===== src/rtl/demux_router_pkg.sv =====
// Shared types and constants for the 1-to-4 stream demultiplexer.
// Channel count, select width, statistics width and channel state.
package demux_router_pkg;

  localparam int NUM_CH = 4;
  localparam int SEL_W  = 2;
  localparam int STAT_W = 8;

  typedef enum logic {
    CH_EMPTY,
    CH_FULL
  } ch_state_t;

endpackage


===== src/rtl/demux_ch_slot.sv =====
// One-entry output holding register with valid/ready drain.
// Ports: clk, rst, load/load_data (capture), out_ready/out_valid/out_data
// (consumer handshake), stat_cnt (drain count, DEMUX_ROUTER_STATS_EN).
module demux_ch_slot
  import demux_router_pkg::*;
#(
  parameter int DATA_W = 8
) (
  input  logic              clk,
  input  logic              rst,
  input  logic              load,
  input  logic [DATA_W-1:0] load_data,
  input  logic              out_ready,
  output logic              out_valid,
  output logic [DATA_W-1:0] out_data,
  output logic [STAT_W-1:0] stat_cnt
);

  ch_state_t         state;
  logic [DATA_W-1:0] data_q;
  logic              drain;

  assign drain     = (state == CH_FULL) && out_ready;
  assign out_valid = (state == CH_FULL);
  assign out_data  = data_q;

  // A load in the same cycle as a drain keeps the slot full,
  // so one word per cycle can stream through.
  always_ff @(posedge clk) begin
    if (rst) begin
      state  <= CH_EMPTY;
      data_q <= '0;
    end else if (load) begin
      state  <= CH_FULL;
      data_q <= load_data;
    end else if (drain) begin
      state  <= CH_EMPTY;
    end
  end

`ifdef DEMUX_ROUTER_STATS_EN
  logic [STAT_W-1:0] cnt_q;

  // Saturating: sticks at all-ones instead of wrapping.
  always_ff @(posedge clk) begin
    if (rst) begin
      cnt_q <= '0;
    end else if (drain && (cnt_q != '1)) begin
      cnt_q <= cnt_q + 1'b1;
    end
  end

  assign stat_cnt = cnt_q;
`else
  assign stat_cnt = '0;
`endif

endmodule


===== src/rtl/demux_router_1x4.sv =====
// Registered 1-to-4 stream demux: routes in_data to the slot picked by in_sel.
// Ports: clk, rst, in_* (producer), out_* (4 consumers), stat_cnt.
// Optional drain counters: define DEMUX_ROUTER_STATS_EN.
module demux_router_1x4
  import demux_router_pkg::*;
#(
  parameter int DATA_W = 8
) (
  input  logic                     clk,
  input  logic                     rst,
  input  logic [DATA_W-1:0]        in_data,
  input  logic [SEL_W-1:0]         in_sel,
  input  logic                     in_valid,
  output logic                     in_ready,
  output logic [NUM_CH*DATA_W-1:0] out_data,
  output logic [NUM_CH-1:0]        out_valid,
  input  logic [NUM_CH-1:0]        out_ready,
  output logic [NUM_CH*STAT_W-1:0] stat_cnt
);

  logic [NUM_CH-1:0] load;
  logic              xfer;

  // Combinational from in_sel/out_ready: a full slot that is
  // draining this cycle can take a new word.
  assign in_ready = !out_valid[in_sel] || out_ready[in_sel];
  assign xfer     = in_valid && in_ready;

  for (genvar c = 0; c < NUM_CH; c++) begin : g_ch
    assign load[c] = xfer && (in_sel == SEL_W'(c));

    demux_ch_slot #(
      .DATA_W(DATA_W)
    ) u_slot (
      .clk      (clk),
      .rst      (rst),
      .load     (load[c]),
      .load_data(in_data),
      .out_ready(out_ready[c]),
      .out_valid(out_valid[c]),
      .out_data (out_data[c*DATA_W +: DATA_W]),
      .stat_cnt (stat_cnt[c*STAT_W +: STAT_W])
    );
  end

endmodule


===== config.mk =====
export PLATFORM = sky130hd
export DESIGN_NAME = demux_router_1x4
export DESIGN_NICKNAME = d
export VERILOG_FILES = /design/src/rtl/demux_router_pkg.sv /design/src/rtl/demux_ch_slot.sv /design/src/rtl/demux_router_1x4.sv
export SDC_FILE = /design/constraint.sdc
export NUM_CORES = 1
export LEC_CHECK = 0
export CAP_MARGIN = 20
export CORE_UTILIZATION = 36
export DETAILED_ROUTE_END_ITERATION = 8
export PLACE_DENSITY = 0.76
export REMOVE_ABC_BUFFERS = 1
export SYNTH_ARGS = -nofsm -noshare
export SYNTH_HDL_FRONTEND = slang
export SYNTH_SLANG_ARGS = --single-unit

===== constraint.sdc =====
create_clock -name clk -period 1.2 [get_ports clk]
set_clock_uncertainty 0.05 [all_clocks]
set_input_delay 0.3 -clock clk [delete_from_list [all_inputs] [get_ports clk]]
set_output_delay 0.3 -clock clk [all_outputs]
set_load 0.03 [all_outputs]

==> results of run 1 <==
[Yosys cell counts]
cell type,instances
nand3_1,1
nand3b_1,1
and3_4,1
nand2b_1,44
conb_1,1
a21oi_1,4
nand4_1,1
mux2i_1,32
clkbuf_1,4
nand4b_1,1
buf_6,2
dfxtp_1,36
nor2b_2,1
mux4_2,1
buf_4,38
[tightest hold or removal path, stage by stage, from the launching register on]
cell and delay (ns):
dfxtp_1 0.31, nand2b_1 0.06, mux2i_1 0.06
[worst max path at each step]
stage                     slack [ns]                                   from       end  cells past startpoint
final                          -0.46  g_ch[3].u_slot.out_valid$_SDFFE_PP0P_  in_ready                      3
after global routing           -0.49  g_ch[3].u_slot.out_valid$_SDFFE_PP0P_  in_ready                      3
after CTS                      -0.47  g_ch[3].u_slot.out_valid$_SDFFE_PP0P_  in_ready                      3
after detailed placement       -1.05                              in_sel[0]  in_ready                      3
after global placement         -1.05                              in_sel[0]  in_ready                      3
after floorplan                -0.35  g_ch[1].u_slot.out_valid$_SDFFE_PP0P_  in_ready                      2
[cell type report]
| type | count | area, um2 |
|---|---|---|
| fillers | 417 | 2133 |
| multi-input cells | 119 | 887.1 |
| flip-flops and latches | 36 | 725.7 |
| repair buffers | 71 | 603.1 |
| clock buffers | 8 | 90.09 |
| well taps | 52 | 65.06 |
[state kept, by name, summed over array words and instances, names as in the netlist]
signal                 count
g_ch.u_slot.out_valid      4
g_ch.u_slot.out_data      32
[through the flow]
step                        util  setup WS (ns)  hold slack (ns)
after floorplan                -        -0.3483           0.3191
after global placement    0.4811         -1.049           0.4116
after detailed placement  0.4811         -1.051           0.4130
after CTS                 0.5156        -0.4679           0.4280
after global routing      0.5264        -0.4945           0.4457
final                     0.5264        -0.4609           0.4223
[report_power, final]
group / total, mW / internal (mW) / switching (mW)
clock network: 0.865 / 0.468 / 0.397
registers: 1.26 / 1.24 / 0.0253
logic: 0.552 / 0.214 / 0.338
total: 2.68 / 1.92 / 0.761
[repair_timing]
item | CTS | global route
resized for setup | 30 | 12
endpoints found under the setup margin | 37 | 27
setup buffers | 2 | 0
pin swaps | 2 | 0
[cells by family (layout without fill, tap and decap cells)]
logic type             Yosys count  after routing  share of synthesized area
AOI/OAI and AO/OA                4              4                    0.01155
buffers and inverters           44             79                     0.1863
DFF                             36             36                     0.4159
muxes                           33             33                     0.1978
other                            1             32                   0.002164
and+or+nand+nor                 50             50                     0.1863
[routing by layer]
layer  routed length [um]  global-route usage  vias to the layer above  part of all wire
met5                    0                   0                        -                 0
met4                   65             0.06667                        0             0.019
met3                  252             0.03797                        7             0.073
met2                 1531              0.2138                       66              0.44
met1                 1602              0.1732                      552              0.46
li1                     -                   -                      604                 -
==> impl_metrics.tcl, run 1 <==
set metrics [dict create \
    die_h_um 71.38 \
    portBuffers 53 \
    synth_area_leader_cell "dfxtp_1" \
    setup_viol 1 \
    fin_ws_ns -0.4609 \
    drt-initial-drc-count 35 \
    clockBufferDepth 2 \
    p_per_area_nw_per_um2 1131 \
    reg2reg_from "g_ch[0].u_slot.out_valid$_SDFFE_PP0P_" \
    ys_types 15 \
    drv_cap 0 \
    clkTransAtPathRegs_ns 0.07 \
    ys_ff_latch 36 \
    cts_tree "done" \
    antenna_found_initial 0 \
    cp_top_family "multiplexers" \
    ant_nets 0 \
    reg2reg_setup_slack_ns 0.02 \
    drc 12 \
    leakage_nw 1.195 \
    place_area_um2 2167 \
    routed_wl_um 3450 \
    drv_slew 0 \
    grt_max_degree 25 \
    cp-start-kind "flip-flop" \
    clkSinkCount 36 \
    critPathMaxFanout 2 \
    dpl.hpwl_um 2431 \
    total_power_mw 2.681 \
    status "finished, violations left" \
    gp_congestion 0.6698 \
    vias 1229 \
    layout_min_cycle_time_ns 1.661 \
    whs_endpoint "g_ch[1].u_slot.out_data[0]$_SDFFE_PP0P_" \
    antennaDiodeCount 0 \
    core.rowCount 24 \
    endpoint_kind "primary output" \
    crit_chain "nand2b_4, mux4_2, buf_6" \
    setup_tns_ns -0.4609 \
    drt-vias-per-instance 4.297 \
    synth_top_area_share 0.4159 \
    critical_path_required_ns 0.85 \
    syn_inst 168 \
    holdCritPathClass "reg -> reg" \
    core_um2 4504 \
    syn2layout_area_growth_pct 36.82 \
    initial_utilization 0.3847 \
    die_w_um 71.38 \
    htreeDepth 2 \
    cts_buffers 5 \
    holdCritStartpoint "g_ch[1].u_slot.out_data[0]$_SDFFE_PP0P_" \
    cpPeakStageDelay_ns 0.47 \
    cts_root_buffer "clkbuf_8" \
    nets 250 \
    wl_per_cell_um 12.06 \
    crit_path_top_delay_cell "mux4_2" \
    dp.cells 278 \
    final_cell_mix "46 x buf_4, 33 x nand2b_1, 32 x conb_1, 32 x dfxtp_1, 31 x mux2i_1" \
    finalNonFillerCells 286 \
    grt_pass1_wl_um 5237 \
    ioPinCount 86 \
    yosysSeqAreaShare 0.4159 \
    dr.pass1.iters 6 \
    layout_commonest_cell "buf_4" \
    violations "DRC, setup timing" \
    timing.final.crit_share 1.384 \
    r2r_cells 5 \
    worst-path-buf-inv 1 \
    worstPathArrival_ns 1.31 \
    reg2reg_to "g_ch[0].u_slot.out_data[5]$_SDFFE_PP0P_" \
    synth.avg_cell_area_um2 10.31 \
    die-area_um2 5095 \
    rsz0062_at_grt "yes" \
    hold-path-cell-count 2 \
    clk_latency_ns 0.28 \
    max_freq_ghz 0.6021 \
    ir_worst_vdd_mv 0.5916 \
    synth_area_leaders "dfxtp_1 42%, mux2i_1 18%, buf_4 16%, nand2b_1 16%, buf_6 1.3%" \
    grt_pass1_vias 1117 \
    finalHoldViolCount 0 \
    path_class "reg -> out" \
    netlist_area_um2 1733 \
    yosysWarnings 0 \
    drive_gt1_frac 0.3419 \
    hold_buffers 0 \
    final_area_um2 2371 \
    grt_use_total 0.1365 \
    overflow 0 \
]
No activity file was read; power rests on OpenSTA's default activity.
==> inputs of run 2 (changes only) <==
Settings changed: CTS_BUF_LIST set to sky130_fd_sc_hd__clkbuf_16.
==> impl_metrics.tcl, run 2 (same netlist as run 1, synthesis figures left out) <==
set metrics [dict create \
    multi_input_area_um2 879.6 \
    clkTransAtPathRegs_ns 0.05 \
    whs_endpoint "g_ch[2].u_slot.out_valid$_SDFFE_PP0P_" \
    fill_cells 414 \
    antenna_found_initial 0 \
    leakage_nw 1.228 \
    internal_power_mw 2.199 \
    drv_cap 0 \
    swShare 0.2669 \
    rsz0062_at_grt "yes" \
    status "finished, violations left" \
    gp_congestion 0.6698 \
    cp-start-kind "flip-flop" \
    cts_tree "done" \
    layout_min_cycle_time_ns 1.644 \
    ant_nets 0 \
    dpl.hpwl_um 2431 \
    core.rowCount 24 \
    holdCritPathClass "in -> reg" \
    grt_max_degree 25 \
    antennaDiodeCount 0 \
    reg2reg_setup_slack_ns 0.01 \
    crit_path_top_delay_cell "mux4_2" \
    drt-initial-drc-count 52 \
    p_per_area_nw_per_um2 1241 \
    nets 250 \
    fin_ws_ns -0.4437 \
    holdWs_ns 0.4107 \
    worst-path-buf-inv 1 \
    initial_utilization 0.3847 \
    setup_viol 1 \
    ioPinCount 86 \
    critical_path_required_ns 0.85 \
    drv_slew 0 \
    seqPwrFrac 0.422 \
    core_um2 4504 \
    dr.pass1.iters 6 \
    die_w_um 71.38 \
    timing.final.crit_share 1.370 \
    htreeDepth 2 \
    vias 1237 \
    max_freq_ghz 0.6084 \
    hold-path-cell-count 3 \
    die-area_um2 5095 \
    drc 12 \
    p_switching_mw 0.8009 \
    portBuffers 53 \
    final_cell_mix "46 x buf_4, 34 x nand2b_1, 32 x conb_1, 32 x dfxtp_1, 31 x mux2i_1" \
    violations "DRC, setup timing" \
    cts_buffers 5 \
    holdCritStartpoint "rst" \
    syn2layout_area_growth_pct 39.49 \
    wl_per_cell_um 12.02 \
    routed_wl_um 3437 \
    cts_root_buffer "clkbuf_16" \
    layout_commonest_cell "buf_4" \
    seq_area_um2 725.7 \
    clockBufferDepth 2 \
    reg2reg_to "g_ch[0].u_slot.out_data[5]$_SDFFE_PP0P_" \
    grt_use_total 0.1368 \
    cp_top_family "multiplexers" \
    worstPathArrival_ns 1.29 \
    r2r_cells 5 \
    grt_pass1_vias 1116 \
    clockPowerShare 0.395 \
    ir_worst_vdd_mv 0.7051 \
    grt_pass1_wl_um 5292 \
    die_h_um 71.38 \
    endpoint_kind "primary output" \
    path_class "reg -> out" \
    clk_latency_ns 0.27 \
    cpPeakStageDelay_ns 0.47 \
    overflow 0 \
    comb_power_share 0.183 \
    crit_chain "nand2b_4, mux4_2, buf_6" \
    critPathMaxFanout 2 \
    drt-vias-per-instance 4.325 \
    finalHoldViolCount 0 \
    drive_gt1_frac 0.3333 \
    clkSinkCount 36 \
    reg2reg_from "g_ch[0].u_slot.out_valid$_SDFFE_PP0P_" \
    final_core_util 0.5367 \
    largest_reg_flops 32 \
]
==> run 2: cell count changes in the layout (fill, tap and decap cells not counted), sizes merged <==
cell,before,now
clkbuf,8,5
inv,0,2
clkdlybuf4s50,9,8
clkinv,0,1
dlymetal6s2s,0,1
==> run 2: final cells by class <==
type	count	area share
sequential	36	0.3002
clock inverter	3	0.004658
multi-input combinational	119	0.3639
timing repair buffer	71	0.2526
tap	52	0.02692
clock buffer	5	0.05176
==> run 2: what timing repair did <==
item | in CTS | in global routing
endpoints found under the setup margin | 37 | 31
buffers inserted | 2 | 0
hold buffers | 0 | 0
pin swaps | 2 | 1
gates resized for setup | 31 | 12
==> run 2: power by group through the flow <==
| stage | registers [mW] | logic (mW) | clock network, mW |
|---|---|---|---|
| 3_5_place_dp | 1.29 | 0.521 | 0 |
| 6_report | 1.27 | 0.550 | 1.18 |
| 2_1_floorplan | 1.37 | 0.241 | 0 |
| 3_3_place_gp | 1.29 | 0.517 | 0 |
| 5_1_grt | 1.27 | 0.580 | 1.27 |
| 4_1_cts | 1.27 | 0.535 | 1.21 |
==> run 2: metal layers <==
metal  GRT usage  vias to the layer above  wire, um
li1            -                      606         -
met1      0.1759                      560      1582
met2      0.2180                       64      1557
met3     0.03797                        7       249
met4     0.05333                        0        48
met5           0                        -         0
==> run 2: worst max-delay path by stage <==
stage                                          startpoint        to  slack (ns)  cells after the start
floorplan           g_ch[1].u_slot.out_valid$_SDFFE_PP0P_  in_ready       -0.35                      2
global placement                                in_sel[0]  in_ready       -1.05                      3
detailed placement                              in_sel[0]  in_ready       -1.05                      3
CTS                 g_ch[3].u_slot.out_valid$_SDFFE_PP0P_  in_ready       -0.45                      3
global route        g_ch[3].u_slot.out_valid$_SDFFE_PP0P_  in_ready       -0.47                      3
finish              g_ch[3].u_slot.out_valid$_SDFFE_PP0P_  in_ready       -0.44                      3
==> run 2: worst reg2reg max path: stages (launching register included) <==
cell and delay (ns):
dfxtp_2 0.35, nand2b_4 0.06, buf_6 0.11, nand3b_1 0.17
buf_6 0.16, mux2i_2 0.22
==> run 2: metrics by stage <==
stage,worst slack (ns),area [um2],TNS (ns),power [mW],cells
floorplan,-0.3483,1526,-3.504,1.610,155
global placement,-1.049,2167,-15.53,1.804,278
detailed placement,-1.051,2167,-15.90,1.808,278
CTS,-0.4484,2376,-0.7933,3.015,287
global route,-0.4742,2417,-0.5618,3.121,286
finish,-0.4437,2417,-0.4437,3.000,286
==> inputs of run 3 (changes only) <==
Settings changed: CORE_UTILIZATION 36 to 37, CTS_BUF_LIST sky130_fd_sc_hd__clkbuf_16 to sky130_fd_sc_hd__clkbuf_8, PLACE_DENSITY 0.76 to 0.78.
==> impl_metrics.tcl, run 3 (same netlist as run 1, synthesis figures left out) <==
set metrics [dict create \
    status "finished, violations left" \
    violations "setup timing" \
    drv_cap 0 \
    grt_max_degree 40 \
    drt-vias-per-instance 4.394 \
    place_area_um2 2165 \
    drc 0 \
    fin_ws_ns -0.4579 \
    ant_nets 0 \
    rsz0062_at_grt "yes" \
    cts_root_buffer "clkbuf_8" \
    initial_utilization 0.3926 \
    reg2reg_from "g_ch[2].u_slot.out_valid$_SDFFE_PP0P_" \
    critical_path_required_ns 0.85 \
    layout_min_cycle_time_ns 1.658 \
    max_freq_ghz 0.6032 \
    die-area_um2 4961 \
    clk_latency_ns 0.27 \
    dr.pass1.iters 4 \
    grt_pass1_vias 1139 \
    cts_tree "done" \
    drt-initial-drc-count 73 \
    routed_wl_um 3757 \
    crit_path_top_delay_cell "mux4_2" \
    critPathMaxFanout 2 \
    cpPeakStageDelay_ns 0.48 \
    setup_viol 1 \
    largest_reg_flops 32 \
    die_h_um 70.44 \
    holdCritStartpoint "g_ch[1].u_slot.out_data[6]$_SDFFE_PP0P_" \
    layout_commonest_cell "buf_4" \
    portBuffers 53 \
    htreeDepth 2 \
    place_ws_ns -1.079 \
    ioPinCount 86 \
    antennaDiodeCount 0 \
    drive_gt1_frac 0.3087 \
    worst-path-buf-inv 1 \
    ir_worst_vdd_mv 0.5866 \
    overflow 0 \
    vias 1239 \
    finalHoldViolCount 0 \
    cts_buffers 5 \
    antenna_found_initial 0 \
    endpoint_kind "primary output" \
    drv_slew 0 \
    p_per_area_nw_per_um2 1100 \
    clockBufferDepth 2 \
    grt_pass1_wl_um 5692 \
    final_area_um2 2326 \
    final_cell_mix "44 x buf_4, 39 x nand2b_1, 32 x mux2i_1, 32 x conb_1, 32 x dfxtp_1" \
    cp-startpoint "g_ch[3].u_slot.out_valid$_SDFFE_PP0P_" \
    path_class "reg -> out" \
    worstPathArrival_ns 1.31 \
    syn2layout_area_growth_pct 34.22 \
    clkSinkCount 36 \
    gp_congestion 0.7105 \
    hold_buffers 0 \
    setup_tns_ns -0.4579 \
    leakage_nw 1.175 \
    nets 249 \
    cp_top_family "multiplexers" \
    crit_chain "nand2b_4, mux4_2, buf_6" \
    die_w_um 70.44 \
    final_core_util 0.5269 \
    wl_per_cell_um 13.32 \
    clkTransAtPathRegs_ns 0.06 \
    dpl.hpwl_um 2466 \
    core.rowCount 24 \
    grt_use_total 0.1479 \
    cp-start-kind "flip-flop" \
    core_um2 4414 \
    timing.final.crit_share 1.382 \
    holdCritPathClass "reg -> reg" \
]
[run 3: cell types whose count changed in the layout (fill, tap and decap cells not counted), sizes merged]
cell and delta:
clkbuf +1, clkinv -1, inv -2, buf -2
[run 3: final timing paths]
kind | slack, ns | cells past startpoint | to
worst min register to register | 0.42 | 2 | g_ch[1].u_slot.out_data[6]$_SDFFE_PP0P_
worst max register to register | 0.06 | 5 | g_ch[2].u_slot.out_data[4]$_SDFFE_PP0P_
worst min-delay path | 0.42 | 2 | g_ch[1].u_slot.out_data[6]$_SDFFE_PP0P_
worst max-delay path | -0.46 | 3 | in_ready
[run 3: where the power goes]
| group | leakage (nW) | switching, mW | total [mW] | internal [mW] |
|---|---|---|---|---|
| combinational | 0.844 | 0.338 | 0.546 | 0.208 |
| sequential | 0.295 | 0.0255 | 1.26 | 1.24 |
| clock | 0.0359 | 0.376 | 0.750 | 0.374 |
| total | 1.18 | 0.740 | 2.56 | 1.82 |
[run 3: metrics by stage]
step,instances,hold slack [ns],power [mW]
floorplan,155,0.3191,1.610
global route,282,0.4403,2.668
detailed placement,276,0.4166,1.810
global placement,276,0.4111,1.806
CTS,281,0.4264,2.582
finish,282,0.4247,2.559
[run 3: worst register-to-register path: stages (launching register included)]
cell	delay, ns
dfxtp_4	0.36
nand2b_4	0.05
buf_4	0.13
nand4b_1	0.13
buf_6	0.16
mux2i_1	0.19
[run 3: layout make-up]
class,count,area [um2]
Fill cell,418,2088
Multi-Input combinational cell,119,843.3
Sequential cell,36,728.2
Timing Repair Buffer,70,620.6
Clock buffer,5,68.82
Tap cell,52,65.06
[run 3: layer usage]
| metal | share of wire | up-vias | global-route usage |
|---|---|---|---|
| li1 | - | 607 | - |
| met3 | 0.071 | 4 | 0.05051 |
| met5 | 0 | - | 0 |
| met2 | 0.48 | 60 | 0.2402 |
| met4 | 0.0077 | 0 | 0.03333 |
| met1 | 0.44 | 568 | 0.1881 |
[run 3: what timing repair did]
item | CTS | global route
setup endpoints to repair | 35 | 25
resized for setup | 28 | 6
setup buffers | 3 | 0
pin swaps | 2 | 2
gates cloned | 0 | 1
